### src/rtl/poly1305_block_formatter.sv
// rtl/poly1305_block_formatter.sv - formats AAD/payload beats into padded Poly1305 blocks plus the length block
module poly1305_block_formatter (
  input  logic         clk,
  input  logic         reset_n,
  input  logic         start,
  input  logic         aad_valid,
  output logic         aad_ready,
  input  logic [127:0] aad_data,
  input  logic [15:0]  aad_keep,
  input  logic         aad_last,
  input  logic         pld_valid,
  output logic         pld_ready,
  input  logic [127:0] pld_data,
  input  logic [15:0]  pld_keep,
  input  logic         pld_last,
  output logic         blk_valid,
  input  logic         blk_ready,
  output logic [129:0] blk_data,
  output logic [1:0]   blk_kind,
  output logic         blk_last,
  output logic [63:0]  aad_len,
  output logic [63:0]  pld_len,
  output logic         busy,
  output logic         done,
  output logic         fmt_err
);

  typedef enum logic [1:0] {ST_IDLE, ST_AAD, ST_PLD, ST_LEN} state_t;

  state_t       state, state_nx;
  logic [127:0] beat_data;
  logic [15:0]  beat_keep;
  logic         beat_last;
  logic         beat_fire;
  logic [127:0] masked;
  logic [4:0]   beat_bytes;
  logic         keep_bad;
  logic         out_free;
  logic         blk_fire;
  logic         load_beat;
  logic         load_len;

  // The single output register is free when empty or being drained this cycle
  assign out_free  = !blk_valid || blk_ready;
  assign aad_ready = (state == ST_AAD) && out_free;
  assign pld_ready = (state == ST_PLD) && out_free;
  assign blk_fire  = blk_valid && blk_ready;
  assign busy      = (state != ST_IDLE);

  // An empty beat only advances the stream; the length block waits until its slot is free
  assign load_beat = beat_fire && (|beat_keep);
  assign load_len  = (state == ST_LEN) && !blk_last && out_free;

  // Pick the active stream's beat, zero the unkept bytes, count bytes and check the keep shape
  always_comb begin
    if (state == ST_PLD) begin
      beat_data = pld_data;
      beat_keep = pld_keep;
      beat_last = pld_last;
      beat_fire = pld_valid && pld_ready;
    end else begin
      beat_data = aad_data;
      beat_keep = aad_keep;
      beat_last = aad_last;
      beat_fire = aad_valid && aad_ready;
    end
    masked     = '0;
    beat_bytes = '0;
    for (int i = 0; i < 16; i++) begin
      if (beat_keep[i]) begin
        masked[8*i +: 8] = beat_data[8*i +: 8];
        beat_bytes       = beat_bytes + 5'd1;
      end
    end
    // keep must be 2^n-1 (no holes), and only a last beat may be short
    keep_bad = (|(beat_keep & (beat_keep + 16'd1))) ||
               (!beat_last && (beat_keep != 16'hFFFF));
  end

  // Message phase sequencing
  always_comb begin
    state_nx = state;
    case (state)
      ST_IDLE: if (start) state_nx = ST_AAD;
      ST_AAD:  if (beat_fire && beat_last) state_nx = ST_PLD;
      ST_PLD:  if (beat_fire && beat_last) state_nx = ST_LEN;
      ST_LEN:  if (blk_fire && blk_last) state_nx = ST_IDLE;
      default: state_nx = ST_IDLE;
    endcase
  end

  // State register
  always_ff @(posedge clk or negedge reset_n) begin
    if (!reset_n) state <= ST_IDLE;
    else          state <= state_nx;
  end

  // Output block register: reload on accepted beat or length slot, hold under backpressure
  always_ff @(posedge clk or negedge reset_n) begin
    if (!reset_n) begin
      blk_valid <= 1'b0;
      blk_data  <= '0;
      blk_kind  <= 2'd0;
      blk_last  <= 1'b0;
    end else if (load_beat) begin
      blk_valid <= 1'b1;
      blk_data  <= {2'b01, masked};
      blk_kind  <= (state == ST_PLD) ? 2'd1 : 2'd0;
      blk_last  <= 1'b0;
    end else if (load_len) begin
      blk_valid <= 1'b1;
      blk_data  <= {2'b01, pld_len, aad_len};
      blk_kind  <= 2'd2;
      blk_last  <= 1'b1;
    end else if (blk_fire) begin
      blk_valid <= 1'b0;
      blk_last  <= 1'b0;
    end
  end

  // Byte counters, sticky format error and the completion pulse
  always_ff @(posedge clk or negedge reset_n) begin
    if (!reset_n) begin
      aad_len <= '0;
      pld_len <= '0;
      fmt_err <= 1'b0;
      done    <= 1'b0;
    end else begin
      done <= (state == ST_LEN) && blk_fire && blk_last;
      if ((state == ST_IDLE) && start) begin
        aad_len <= '0;
        pld_len <= '0;
        fmt_err <= 1'b0;
      end else if (beat_fire) begin
        if (state == ST_PLD) pld_len <= pld_len + {59'd0, beat_bytes};
        else                 aad_len <= aad_len + {59'd0, beat_bytes};
        if (keep_bad) fmt_err <= 1'b1;
      end
    end
  end

endmodule

### config.mk
export PLATFORM = sky130hd
export DESIGN_NAME = poly1305_block_formatter
export DESIGN_NICKNAME = d
export VERILOG_FILES = /design/src/rtl/poly1305_block_formatter.sv
export SDC_FILE = /design/constraint.sdc
export NUM_CORES = 1
export LEC_CHECK = 0
export BUFFER_PORTS_ARGS = -buffer_cell sky130_fd_sc_hd__buf_2
export CAP_MARGIN = 20
export CORE_AREA = 4 4 214 216
export DETAILED_ROUTE_END_ITERATION = 6
export DIE_AREA = 0 0 218 220
export PLACE_DENSITY_LB_ADDON = 0.1
export SETUP_SLACK_MARGIN = 0.1
export SLEW_MARGIN = 25
export SYNTH_ARGS = -nofsm -noshare
export SYNTH_HDL_FRONTEND = slang
export SYNTH_SLANG_ARGS = --single-unit
### constraint.sdc
create_clock -name clk -period 27.3 [get_ports clk]
set_input_delay 2.73 -clock clk [delete_from_list [all_inputs] [get_ports clk]]
set_output_delay 2.73 -clock clk [all_outputs]
set_load 0.02 [all_outputs]
After elaboration in Yosys (flattened, before gate mapping)
Cells that the tools add are included.
Widths: inputs -> output; s select.
Storage, ports and cells
  output and inout port bits: 267
  bits of input ports: 296
  logic and storage cells: 128
  flip-flop bits (word level): 266
Cells by class
  muxes and demuxes: 59
  add/subtract/negate cells: 18
  bitwise logic cells: 1
  reductions and logical operators: 32
  eq/ne operators: 9
Operators by type and width (number)
  $mux 64: 6
  $mux 130: 2
  $add 64x5->64: 2
  $mux 128: 1
  $mux 8: 16
  $add 5x1->5 const B: 15
  $mux 5: 15
  $reduce_or 16->1: 2
  $add 16x1->16 const B: 1
  $and 16x16->16: 1
  $mux 16: 1
  $ne 16x16->1 const B: 1
  $logic_and 1x1->1: 14
  $mux 2: 6
  $mux 1: 11
  $reduce_bool 2->1: 5
  $ne 2x2->1 const B: 4
  $pmux 2 s4: 1
  $reduce_and 2->1: 3
  $eq 2x2->1 const B: 2
  $reduce_and 4->1: 1
  $logic_not 1->1: 3
  $reduce_bool 3->1: 1
  $eq 2x1->1 const B: 1
  other kinds (3): 4

Logic depth before layout (Yosys ltp)
  depth in word-level cells: 37
  mapped depth: 63
  mapped depth without buffers: 57

Worst setup path after synthesis
OpenSTA, ideal clock, no wires.
  path type: in2reg
  start: input port pld_keep[0]
  end: register aad_len[63]
  cell stages on the path: 58
  setup time: 0.132 ns
  arrival time: 13.619 ns
  path slack: 13.549 ns
  data required time: 27.168 ns
  buffers on the path: 6
  cells stage by stage: mux2i_1 inv_1 clkbuf_1 ha_1 clkbuf_1 xnor2_1 ha_1 nor2_1 a21o_1 xor2_1 a21oi_1 ha_1 and2_1 a31oi_1 xnor2_1 mux2_2 ha_1 clkbuf_1 [22 not listed] mux2_2 ha_1 a21o_1 a21oi_1 o21bai_1 a21oi_1 or2_2 clkbuf_1 or3_1 or3_1 clkbuf_1 nor3_1 nand2b_1 clkbuf_1 nor2_1 nand4_1 xor2_1 nor2_1
Between the ends
  word-level cells in the longest chain between the ends: 36
Ends and longest elaborated chain
  start, declared: line 14  | input logic [15:0] pld_keep,
  $mux 16 *: line 56  | if (state == ST_PLD) begin
  $mux 1 *: line 70  | if (beat_keep[i]) begin
  $add 5x1->5: line 72  | beat_bytes = beat_bytes + 5'd1;
  $mux 5 *: line 70
  $add 5x1->5: line 72
  $mux 5 *: line 70
  $add 5x1->5: line 72
  $mux 5 *: line 70
  [20 not listed]
  $add 5x1->5: line 72
  $mux 5 *: line 70
  $add 5x1->5: line 72
  $mux 5 *: line 70
  $add 64x5->64 *: line 136  | else aad_len <= aad_len + {59'd0, beat_bytes};
  $mux 64 *: line 135  | if (state == ST_PLD) pld_len <= pld_len + {59'd0, beat_bytes};
  $mux 64 *: line 134  | end else if (beat_fire) begin
  $mux 64 *: line 130  | if ((state == ST_IDLE) && start) begin
  end signal, assigned: line 136
  end, declared: line 21  | output logic [63:0] aad_len,
Mark *: on every way between the ends. The rest lies on a longest branch, timed or not. The select of a mux whose other input is x is not followed.
A chain may end at the register's enable or synchronous reset.

Worst setup path in the final report
  start: input port pld_keep[1]
  end: register aad_len[60]
Between the ends
  word-level cells in the longest chain between the ends: 34
Ends and longest elaborated chain (line)
  $mux 16 *: 56
  $mux 5 *: 70
  $add 5x1->5: 72
  $mux 5 *: 70
  $add 5x1->5: 72
  $mux 5 *: 70
  $add 5x1->5: 72
  $mux 5 *: 70
  [18 not listed]
  $add 5x1->5: 72
  $mux 5 *: 70
  $add 5x1->5: 72
  $mux 5 *: 70
  $add 64x5->64 *: 136
  $mux 64 *: 135
  $mux 64 *: 134
  $mux 64 *: 130
Marked as above.

==> impl_metrics.py <==
metrics = {
    "clocking": {
        "htreeDepth": 1,
        "clock_path_buffers": 3,
        "cts_setup_buffers": 0,
        "cts_hold_buf": 0,
        "insertion_delay_ps": 570,
        "clk_pin_slew_ps": 60,
        "cts_tree": "done",
        "cts_resized": 0,
        "numCtsBuffers": 31,
        "clock-sinks": 265,
        "cts-root-buf": "clkbuf_16",
    },
    "floorplan": {
        "chipWidth_um": 218,
        "fp.dieH_um": 220,
        "fp.dieArea_um2": 48000,
        "io_pins": 563,
        "start_util_pct": 39.2,
        "rows": 77,
        "core_um2": 43900,
    },
    "global_route": {
        "overflow": 0,
        "antenna_found_initial": 4,
        "first_global_vias": 16100,
        "grt.total_usage_pct": 24.0,
        "grt_max_degree": 143,
        "grt_pass1_wl_um": 91700,
    },
    "final_layout": {
        "nets": 2689,
        "fillCellCount": 4317,
        "stdcell_count": 2979,
        "final_layout_size_suffix_gt1_share_pct": 32.9,
        "fin_area_um2": 21600,
        "area_growth_pct": 25.3,
    },
    "worst_setup_path": {
        "crit_fanout": 11,
        "setup.worst_path.class": "input pin to flop",
        "crit_arrival_ps": 15290,
        "required_ps": 27790,
        "slowest_stage": "ha_1",
        "max_stage_delay_ps": 680,
        "end_kind": "flop",
        "cpMostUsedCell": "ha_1",
        "cp-start-kind": "input pin",
    },
    "power_and_ir_drop": {
        "power.switching_mw": 1.49,
        "power_frac_clock_pct": 13.6,
        "p_sw_share_pct": 47.7,
        "comb_power_share_pct": 70.4,
        "p_int_mw": 1.63,
        "p_seq_share_pct": 16.0,
        "vdd_ir_drop_max_mv": 0.158,
        "p_leak_nw": 10.8,
        "powerDensity_nw_per_um2": 144,
    },
    "synth": {
        "syn_area_per_cell_um2": 9.24,
        "synth_area_um2": 17200,
        "synth-seq-area-share_pct": 38.5,
        "synth_area_leaders": "dfrtp_1, mux2i_1, mux2_2",
        "synthCells": 1865,
        "synth_area_leader_cell": "dfrtp_1",
        "synth_top_area_share_pct": 38.5,
        "synth_cell_types": 75,
        "syn_nets": 2192,
        "yosys_most_used_dff": "dfrtp_1",
        "synth_enable_flop_cells": 0,
        "ys_ff_latch": 265,
        "yosysWarningCount": 0,
        "postSynth.asyncResetShare_pct": 100,
    },
    "timing": {
        "finalSetupTns_ps": 0,
        "max-slew-margin-rel_pct": 29.2,
        "setup_ws_ps": 12500,
        "fin_hold_ws_ps": 473,
        "setup_viol": 0,
        "drv_slew": 0,
        "fin_crit_sh_pct": 54.2,
        "fin_crit_ps": 14800,
        "timing.fmax_ghz": 0.0676,
        "rsz0062_at_grt": "false",
        "worst_pin_slew_ps": 1060,
        "fin_skew_ps": 8.49,
        "hold_viol_final": 0,
    },
    "placed_design": {
        "port_buffers": 561,
        "place_inst": 2920,
        "placed_area_um2": 20500,
        "dpl.hpwl_um": 45900,
        "post-place-ws_ps": 12080,
        "gp_congestion": 0.919,
    },
    "drt": {
        "ant_nets": 0,
        "drt_pre_antenna_iters": 5,
        "drt_wl_total_um": 60500,
        "first_iter_violations": 948,
        "drcViolationCount": 0,
        "vias": 16100,
        "vias_per_cell": 5.40,
        "wl_per_cell_um": 20.3,
    },
    "worst_hold_path": {
        "worst_hold_path_type": "flop to flop",
    },
    "run": {
        "timing.max_cap.violations": 0,
    },
    "status": {
        "status": "completed",
    },
}
==> cell families (layout without fill, tap and decap cells) <==
kind of cell	count (synthesis)	count (layout)	synth area share, %
simple gates	646	646	18.0
compound gates	333	333	11.5
mux	288	288	17.8
flops	265	265	38.5
buf+inv	152	671	3.51
xor+xnor	146	146	8.22
fa+ha+maj	34	34	2.52
other cells	1	4	0.0218
==> final cells by class <==
cell class	count	area (µm²)	share of cell area, %
multi-input combinational	1448	10000	46.5
sequential	265	6630	30.7
timing repair buffer	577	2970	13.8
clock buffer	46	942	4.36
tap	592	741	3.43
inverter	39	146	0.678
clock inverter	9	106	0.493
antenna	3	7.51	0.0348
==> worst max-delay path: cells and delay by family <==
family	cells	cell delay [ps]
xor+xnor	5	870
compound gates	16	2760
mux	5	1520
fa+ha+maj	9	3370
simple gates	14	3350
buf+inv	4	680
==> final timing paths <==
check / endpoint / from / depth (start not counted) / slack (ps)
max: aad_len[60] / pld_keep[1] / 53 / 12500
min: blk_data[128] / blk_data[128] / 1 / 470
max reg2reg: aad_len[60] / state[0] / 54 / 13290
min reg2reg: blk_data[128] / blk_data[128] / 1 / 470
max in group asynchronous: pld_len[35] / reset_n / 3 / 23260
min in group asynchronous: blk_data[113] / reset_n / 1 / 2130
==> layer usage <==
layer  up-vias  share of wire (%)  wire length [µm]  track usage (%)
li1       7683                  -                 -                -
met1      7806                 41             24800             29.7
met2       535                 50             30500             43.2
met3        68                6.4              3890             4.50
met4         2                2.1              1260             5.69
met5         -              0.028                17                0
==> stage by stage <==
step	total power, mW	utilization, %
2_1_floorplan	2.22	-
3_3_place_gp	2.65	46.7
5_1_grt	3.41	49.1
3_5_place_dp	2.68	46.7
6_report	3.12	49.1
4_1_cts	3.13	49.1
==> power by group through the flow <==
stage / Clock [mW] / Combinational [mW] / Sequential (mW)
after floorplan: 0 / 1.65 / 0.571
after global placement: 0 / 2.15 / 0.505
after detailed placement: 0 / 2.18 / 0.506
after CTS: 0.435 / 2.19 / 0.500
after global routing: 0.451 / 2.45 / 0.507
final: 0.424 / 2.19 / 0.500
==> cell usage in the layout (no fill, tap or decap), types with 4 or more instances in the layout <==
cell type / instances
clkinv_2: 4
or3_1: 41
xnor2_1: 61
buf_2: 560
clkbuf_16: 31
or2_2: 5
a21oi_1: 61
nand2b_1: 10
nor4_1: 10
a211oi_1: 11
clkbuf_8: 11
xor2_1: 74
o2111ai_1: 4
and3_1: 23
nand4_1: 21
nor3_1: 35
and2_1: 13
a22oi_1: 4
clkbuf_1: 4
o31ai_1: 4
mux2_2: 131
a2111oi_0: 6
buf_4: 11
mux2i_1: 153
a21o_1: 6
a31oi_1: 9
inv_1: 38
nor2b_1: 8
o211ai_1: 7
nor2_1: 174
o21ai_0: 174
nand3b_1: 4
a211o_1: 10
nand2_1: 119
and4_1: 7
xnor3_1: 6
ha_1: 28
dfrtp_1: 265
nand3_1: 164
==> state kept, by name, indices dropped and copies added, names as in the netlist <==
name,flops
blk_data,129
aad_len,64
pld_len,64
blk_kind,2
state,2
blk_last,1
blk_valid,1
done,1
fmt_err,1
==> cell usage after synthesis, types with 13 or more instances <==
cell	count
a21oi_1	62
and2_1	13
and3_1	23
clkbuf_1	93
dfrtp_1	265
ha_1	29
inv_1	38
mux2_2	131
mux2i_1	154
nand2_1	119
nand3_1	164
nand4_1	21
nor2_1	176
nor3_1	35
o21ai_0	174
or3_1	41
xnor2_1	61
xor2_1	74
Note: power is estimated with default switching activity, not from simulation.
